[config.mk]
export PLATFORM = sky130hd
export DESIGN_NAME = adder_tree_sequencer
export DESIGN_NICKNAME = d
export VERILOG_FILES = /design/src/rtl/adder_tree_sequencer.sv
export SDC_FILE = /design/constraint.sdc
export NUM_CORES = 1
export LEC_CHECK = 0
export CORE_UTILIZATION = 25
export CTS_CLUSTER_DIAMETER = 120
export DETAILED_ROUTE_END_ITERATION = 8
export PLACE_DENSITY_LB_ADDON = 0.25
export SLEW_MARGIN = 15
export SYNTH_ARGS = -nofsm -noshare
export SYNTH_HDL_FRONTEND = slang
export SYNTH_SLANG_ARGS = --single-unit
[constraint.sdc]
create_clock -name clk -period 10.18 [get_ports clk]
set_input_delay 2.036 -clock clk [delete_from_list [all_inputs] [get_ports clk]]
set_output_delay 2.036 -clock clk [all_outputs]
set_load 0.01 [all_outputs]
[src/rtl/adder_tree_sequencer.sv]
// Sequencer around an external free-running pipelined adder tree: input handshake, tag
// tracking through the tree latency, multi-pass accumulation and a credit-guarded result FIFO.
module adder_tree_sequencer #(
    parameter int NUM_INPUTS  = 36,
    parameter int INPUT_WIDTH = 32,
    parameter int ACC_EXTRA   = 8,
    parameter int CNT_W       = 8,
    parameter int FIFO_DEPTH  = 4,
    localparam int LAT        = $clog2(NUM_INPUTS),
    localparam int SUM_W      = $clog2(NUM_INPUTS) + INPUT_WIDTH,
    localparam int ACC_W      = SUM_W + ACC_EXTRA
) (
    input  logic             clk,
    input  logic             arst_n_in,
    input  logic             start_in,
    input  logic [CNT_W-1:0] cfg_num_passes_in,
    input  logic [CNT_W-1:0] cfg_num_results_in,
    output logic             busy_out,
    output logic             done_out,
    input  logic             vec_valid_in,
    output logic             vec_ready_out,
    input  logic [SUM_W-1:0] tree_sum_in,
    output logic [ACC_W-1:0] res_data_out,
    output logic             res_valid_out,
    input  logic             res_ready_in
);

    // Handshakes: a transfer happens on a rising edge where valid & ready are both high;
    // ready never depends combinationally on valid, and valid holds until the transfer.

    localparam int PTR_W  = $clog2(FIFO_DEPTH);
    localparam int FCNT_W = PTR_W + 1;
    localparam int LCNT_W = $clog2(LAT + 1);
    localparam int CR_W   = ((FCNT_W > LCNT_W) ? FCNT_W : LCNT_W) + 1;

    typedef enum logic [1:0] {S_IDLE, S_RUN, S_DRAIN} state_t;

    typedef struct packed {
        logic v;
        logic first;
        logic last;
    } tag_t;

    state_t           state_q, state_d;
    logic [CNT_W-1:0] passes_q, passes_d;
    logic [CNT_W-1:0] results_q, results_d;
    logic [CNT_W-1:0] pass_cnt_q, pass_cnt_d;
    logic [CNT_W-1:0] res_cnt_q, res_cnt_d;

    tag_t [LAT-1:0]   tags_q;
    tag_t             tag_in;
    tag_t             tag_out;

    logic [ACC_W-1:0] acc_q;
    logic [ACC_W-1:0] term;
    logic [ACC_W-1:0] acc_sum;

    logic [ACC_W-1:0]  mem_q [FIFO_DEPTH];
    logic [PTR_W-1:0]  wr_ptr_q, rd_ptr_q;
    logic [FCNT_W-1:0] fifo_cnt_q;

    logic [LCNT_W-1:0] lasts_inflight;
    logic [CR_W-1:0]   credit_used;
    logic              pipe_busy;
    logic              last_now;
    logic              accept;
    logic              push;
    logic              pop;

    assign last_now = (pass_cnt_q == passes_q - 1'b1);
    assign accept   = vec_valid_in && vec_ready_out;
    assign tag_out  = tags_q[LAT-1];
    assign push     = tag_out.v && tag_out.last;
    assign pop      = res_valid_out && res_ready_in;

    always_comb begin
        lasts_inflight = '0;
        pipe_busy      = 1'b0;
        for (int i = 0; i < LAT; i++) begin
            lasts_inflight = lasts_inflight + LCNT_W'(tags_q[i].v & tags_q[i].last);
            pipe_busy      = pipe_busy | tags_q[i].v;
        end
    end

    // Every last already in the pipe owns a FIFO slot, so a new last is only taken if one is left.
    assign credit_used   = CR_W'(fifo_cnt_q) + CR_W'(lasts_inflight);
    assign vec_ready_out = (state_q == S_RUN) && (!last_now || (credit_used < CR_W'(FIFO_DEPTH)));

    always_comb begin
        tag_in       = '0;
        tag_in.v     = accept;
        tag_in.first = accept && (pass_cnt_q == '0);
        tag_in.last  = accept && last_now;
    end

    assign term    = ACC_W'($signed(tree_sum_in));
    assign acc_sum = tag_out.first ? term : acc_q + term;

    assign busy_out      = (state_q != S_IDLE);
    assign res_valid_out = (fifo_cnt_q != '0);
    assign res_data_out  = res_valid_out ? mem_q[rd_ptr_q] : '0;

    always_comb begin
        state_d    = state_q;
        passes_d   = passes_q;
        results_d  = results_q;
        pass_cnt_d = pass_cnt_q;
        res_cnt_d  = res_cnt_q;
        done_out   = 1'b0;
        case (state_q)
            S_IDLE: begin
                if (start_in) begin
                    passes_d   = (cfg_num_passes_in == '0) ? CNT_W'(1) : cfg_num_passes_in;
                    results_d  = cfg_num_results_in;
                    pass_cnt_d = '0;
                    res_cnt_d  = '0;
                    state_d    = (cfg_num_results_in == '0) ? S_DRAIN : S_RUN;
                end
            end
            S_RUN: begin
                if (accept) begin
                    if (last_now) begin
                        pass_cnt_d = '0;
                        res_cnt_d  = res_cnt_q + 1'b1;
                        if (res_cnt_q == results_q - 1'b1) begin
                            state_d = S_DRAIN;
                        end
                    end else begin
                        pass_cnt_d = pass_cnt_q + 1'b1;
                    end
                end
            end
            S_DRAIN: begin
                if (!pipe_busy && (fifo_cnt_q == '0)) begin
                    state_d  = S_IDLE;
                    done_out = 1'b1;
                end
            end
            default: state_d = S_IDLE;
        endcase
    end

    always_ff @(posedge clk or negedge arst_n_in) begin
        if (!arst_n_in) begin
            state_q    <= S_IDLE;
            passes_q   <= CNT_W'(1);
            results_q  <= '0;
            pass_cnt_q <= '0;
            res_cnt_q  <= '0;
            tags_q     <= '0;
            acc_q      <= '0;
            wr_ptr_q   <= '0;
            rd_ptr_q   <= '0;
            fifo_cnt_q <= '0;
        end else begin
            state_q    <= state_d;
            passes_q   <= passes_d;
            results_q  <= results_d;
            pass_cnt_q <= pass_cnt_d;
            res_cnt_q  <= res_cnt_d;
            tags_q     <= {tags_q[LAT-2:0], tag_in};
            if (tag_out.v) begin
                acc_q <= acc_sum;
            end
            if (push) begin
                wr_ptr_q <= wr_ptr_q + 1'b1;
            end
            if (pop) begin
                rd_ptr_q <= rd_ptr_q + 1'b1;
            end
            if (push && !pop) begin
                fifo_cnt_q <= fifo_cnt_q + 1'b1;
            end else if (pop && !push) begin
                fifo_cnt_q <= fifo_cnt_q - 1'b1;
            end
        end
    end

    // Storage needs no reset: the empty count already masks the head.
    always_ff @(posedge clk) begin
        if (push) begin
            mem_q[wr_ptr_q] <= acc_sum;
        end
    end

    a_no_push_when_full: assert property (@(posedge clk) disable iff (!arst_n_in)
        push |-> (fifo_cnt_q < FCNT_W'(FIFO_DEPTH)));

endmodule

==> results_dict.tcl <==
set metrics [dict create \
    drc 0 \
    core_area_sq_um 57800 \
    critPathKind "reg -> out" \
    vias_per_cell 4.58 \
    portBuffers 108 \
    drv_slew 0 \
    vias 9329 \
    rsz0062_at_grt "false" \
    finalCritPeriodShare 0.578 \
    layout-drive-gt1-share 0.145 \
    max_freq_mhz 170 \
    power_mw 5.46 \
    synth_adder_area_share 0.0559 \
    grt_max_degree 70 \
    place_congestion 0.797 \
    routed_wl_um 35100 \
    numClockSinks 289 \
    grt_pass1_vias 9722 \
    start_util 0.253 \
    root_buffer "clkbuf_16" \
    synthMuxAreaShare 0.115 \
    synth_compound_area_frac 0.0984 \
    cts_resized 0 \
    synth_nets 1266 \
    grt_overflow 0 \
    cts_made_buffers 36 \
    netlist_area_sq_um 14600 \
    hold_class "reg -> reg" \
    ys_seq_elements 289 \
    post-dp-hpwl_um 22500 \
    synth_flop_cell "edfxtp_1" \
    relSlewSlack 0.375 \
    synthToLayoutAreaGrowth_pct 20.6 \
    setup_viol 0 \
    dieHeight_um 244 \
    cts_buffer_depth 3 \
    antenna_found_initial 1 \
    ys_seq_area_frac 0.557 \
    io_pins 109 \
    cts_tree "built" \
    nets 1366 \
    synth-xor-area-share 0.0353 \
    ir_worst_vdd_mv 0.126 \
    maxCapViolCount 0 \
    synth_edf_count 184 \
    cp-start-kind "flop" \
    die_w_um 244 \
    yosys_warnings 0 \
    finalSetupTns_ps 0 \
    drtIter0Drc 522 \
    worstPathMaxFanout 11 \
    htreeDepth 2 \
    grt_pass1_wl_um 55700 \
    synth_top_family_by_area "multiplexers" \
    status "complete, no violations" \
    power_density_nw_per_um2 309 \
    num_rows 88 \
    post-route-min-period_ps 5880 \
    post_cts_buffers 0 \
    dr.pass1.iters 5 \
    gr-usage-all-layers 0.120 \
    async_flop_share 0.363 \
    diodes 0 \
    drtAntennaViolNets 0 \
    clk_pin_slew_ps 60 \
    wl_per_cell_um 17.2 \
    postCtsHoldBufs 0 \
    avgSynthCellArea_sq_um 12.8 \
    synth_cell_types 70 \
    finClkSkew_ps 31.3 \
    die_area_sq_um 59500 \
    tightest_slew_ps 937 \
    required_ps 8140 \
    synthSimpleGateAreaFrac 0.115 \
    worstSkewPairLatency_ps 550 \
    critPathCaptureType "output port" \
    hold_viol 0 \
    crit_arrival_ps 3840 \
    synth_cells 1144 \
    total_leakage_power_nw 6.41 \
]
layout by cell type, fill, tap and decap left out, types with 8 or more instances in the layout:
cell type,Yosys,routed
edfxtp_1,184,184
xnor2_1,35,35
o21bai_1,9,9
xor2_1,24,24
ha_1,59,59
clkbuf_16,0,36
and3_1,12,8
clkdlybuf4s50_1,0,107
nor3_1,11,11
mux2i_1,8,8
dfrtp_1,104,100
nand2_1,82,82
inv_1,31,31
clkbuf_1,36,17
o21ai_0,69,69
and2_1,56,56
a21o_1,22,22
a31oi_1,12,12
nand3_1,23,23
mux2_2,51,51
o31ai_1,12,12
nand2b_1,12,12
nor2_1,55,54
mux4_2,46,46
nand4_1,20,20
o21a_1,8,8
a21oi_1,51,51
final cells by class:
class | count | area [sq um]
multi-input cells | 772 | 6180
clock buffers | 53 | 965
repair buffers | 114 | 1120
clock inverters | 12 | 158
fillers | 5845 | 40100
well taps | 765 | 957
inverters | 31 | 116
flip-flops and latches | 289 | 8160
where the power goes:
group	internal, mW	switching (mW)
logic	1.10	1.27
registers	1.68	0.174
clock network	0.738	0.499
synth_stat cells, drive strengths merged, types with 3 or more instances:
cell	instances	share of area
a31o	5	0.0030
and3	16	0.0072
fa	4	0.0055
buf	16	0.0057
nor2b	7	0.0030
mux2	51	0.039
nor3b	7	0.0036
clkbuf	36	0.0092
nor2	56	0.015
a31oi	12	0.0051
edfxtp	184	0.38
nand2	83	0.022
nor4	4	0.0026
ha	59	0.050
o21a	8	0.0041
nand4	20	0.0085
o21bai	9	0.0046
o31ai	12	0.0062
nand3	23	0.0079
or4	7	0.0038
dfrtp	104	0.18
xor2	24	0.014
nor3	11	0.0038
or3	8	0.0035
o21ai	69	0.024
nand2b	12	0.0051
xnor2	35	0.021
a21o	22	0.011
inv	31	0.0079
or2	3	0.0013
a21oi	51	0.017
o211ai	4	0.0021
a21boi	5	0.0026
a211oi	4	0.0021
and2	56	0.024
a41oi	3	0.0018
mux2i	8	0.0055
mux4	46	0.071
path summary, 6_finish.rpt:
check | from | to | slack [ps] | cells after the start
setup / recovery | passes_q[1]$_DFFE_PN0P_ | vec_ready_out | 4300 | 8
hold / removal | tags_q[7]$_DFF_PN0_ | tags_q[10]$_DFF_PN0_ | 330 | 0
setup reg to reg | acc_q[7]$_DFFE_PN0P_ | mem_q[0][43]$_DFFE_PP_ | 6270 | 11
hold reg to reg | tags_q[7]$_DFF_PN0_ | tags_q[10]$_DFF_PN0_ | 330 | 0
max in group asynchronous | arst_n_in | tag_out[1]$_DFF_PN0_ | 7320 | 2
min in group asynchronous | arst_n_in | results_q[4]$_DFFE_PN0P_ | 1610 | 1
registers in the layout, summed over array words and instances, names as in the netlist:
signal,flops
rd_ptr_q,2
tag_out,3
fifo_cnt_q,3
acc_q,46
mem_q,184
wr_ptr_q,2
res_cnt_q,8
results_q,8
passes_q,8
state_q,2
tags_q,15
pass_cnt_q,8
per-stage QoR:
stage               hold slack (ps)  instance area, sq um  cells  setup slack [ps]  utilization
floorplan                       331                 14600   1144              5380            -
CTS                             341                 17700   2036              4250        0.305
global route                    346                 17700   2036              4140        0.305
finish                          331                 17700   2036              4300        0.305
detailed placement              335                 16500   1971              4020        0.286
global placement                332                 16500   1971              4040        0.286
kinds of logic (layout without fill, tap and decap cells):
logic type | Yosys count | after routing
mux | 105 | 105
fa+ha+maj | 63 | 63
simple gates | 319 | 319
flops | 289 | 289
compound gates | 226 | 226
buf+inv | 83 | 210
xor+xnor | 59 | 59
metal layers:
layer  vias to the layer above  global-route usage  wire, um  share of wire
li1                       4501                   -         -              -
met1                      4637               0.157     16500           0.47
met2                       140               0.199     16500           0.47
met3                        49              0.0234      1350          0.039
met4                         2              0.0353       708          0.020
met5                         -                   0        13        0.00037
critical path: stages, from the launching register on:
cell	delay [ps]
dfrtp_1	390
or4_4	550
or4b_1	490
and3_1	190
o31a_1	240
a2111o_1	390
nand2_1	390
nand2_1	160
clkdlybuf4s50_1	520
(Power assumes the default switching activity.)
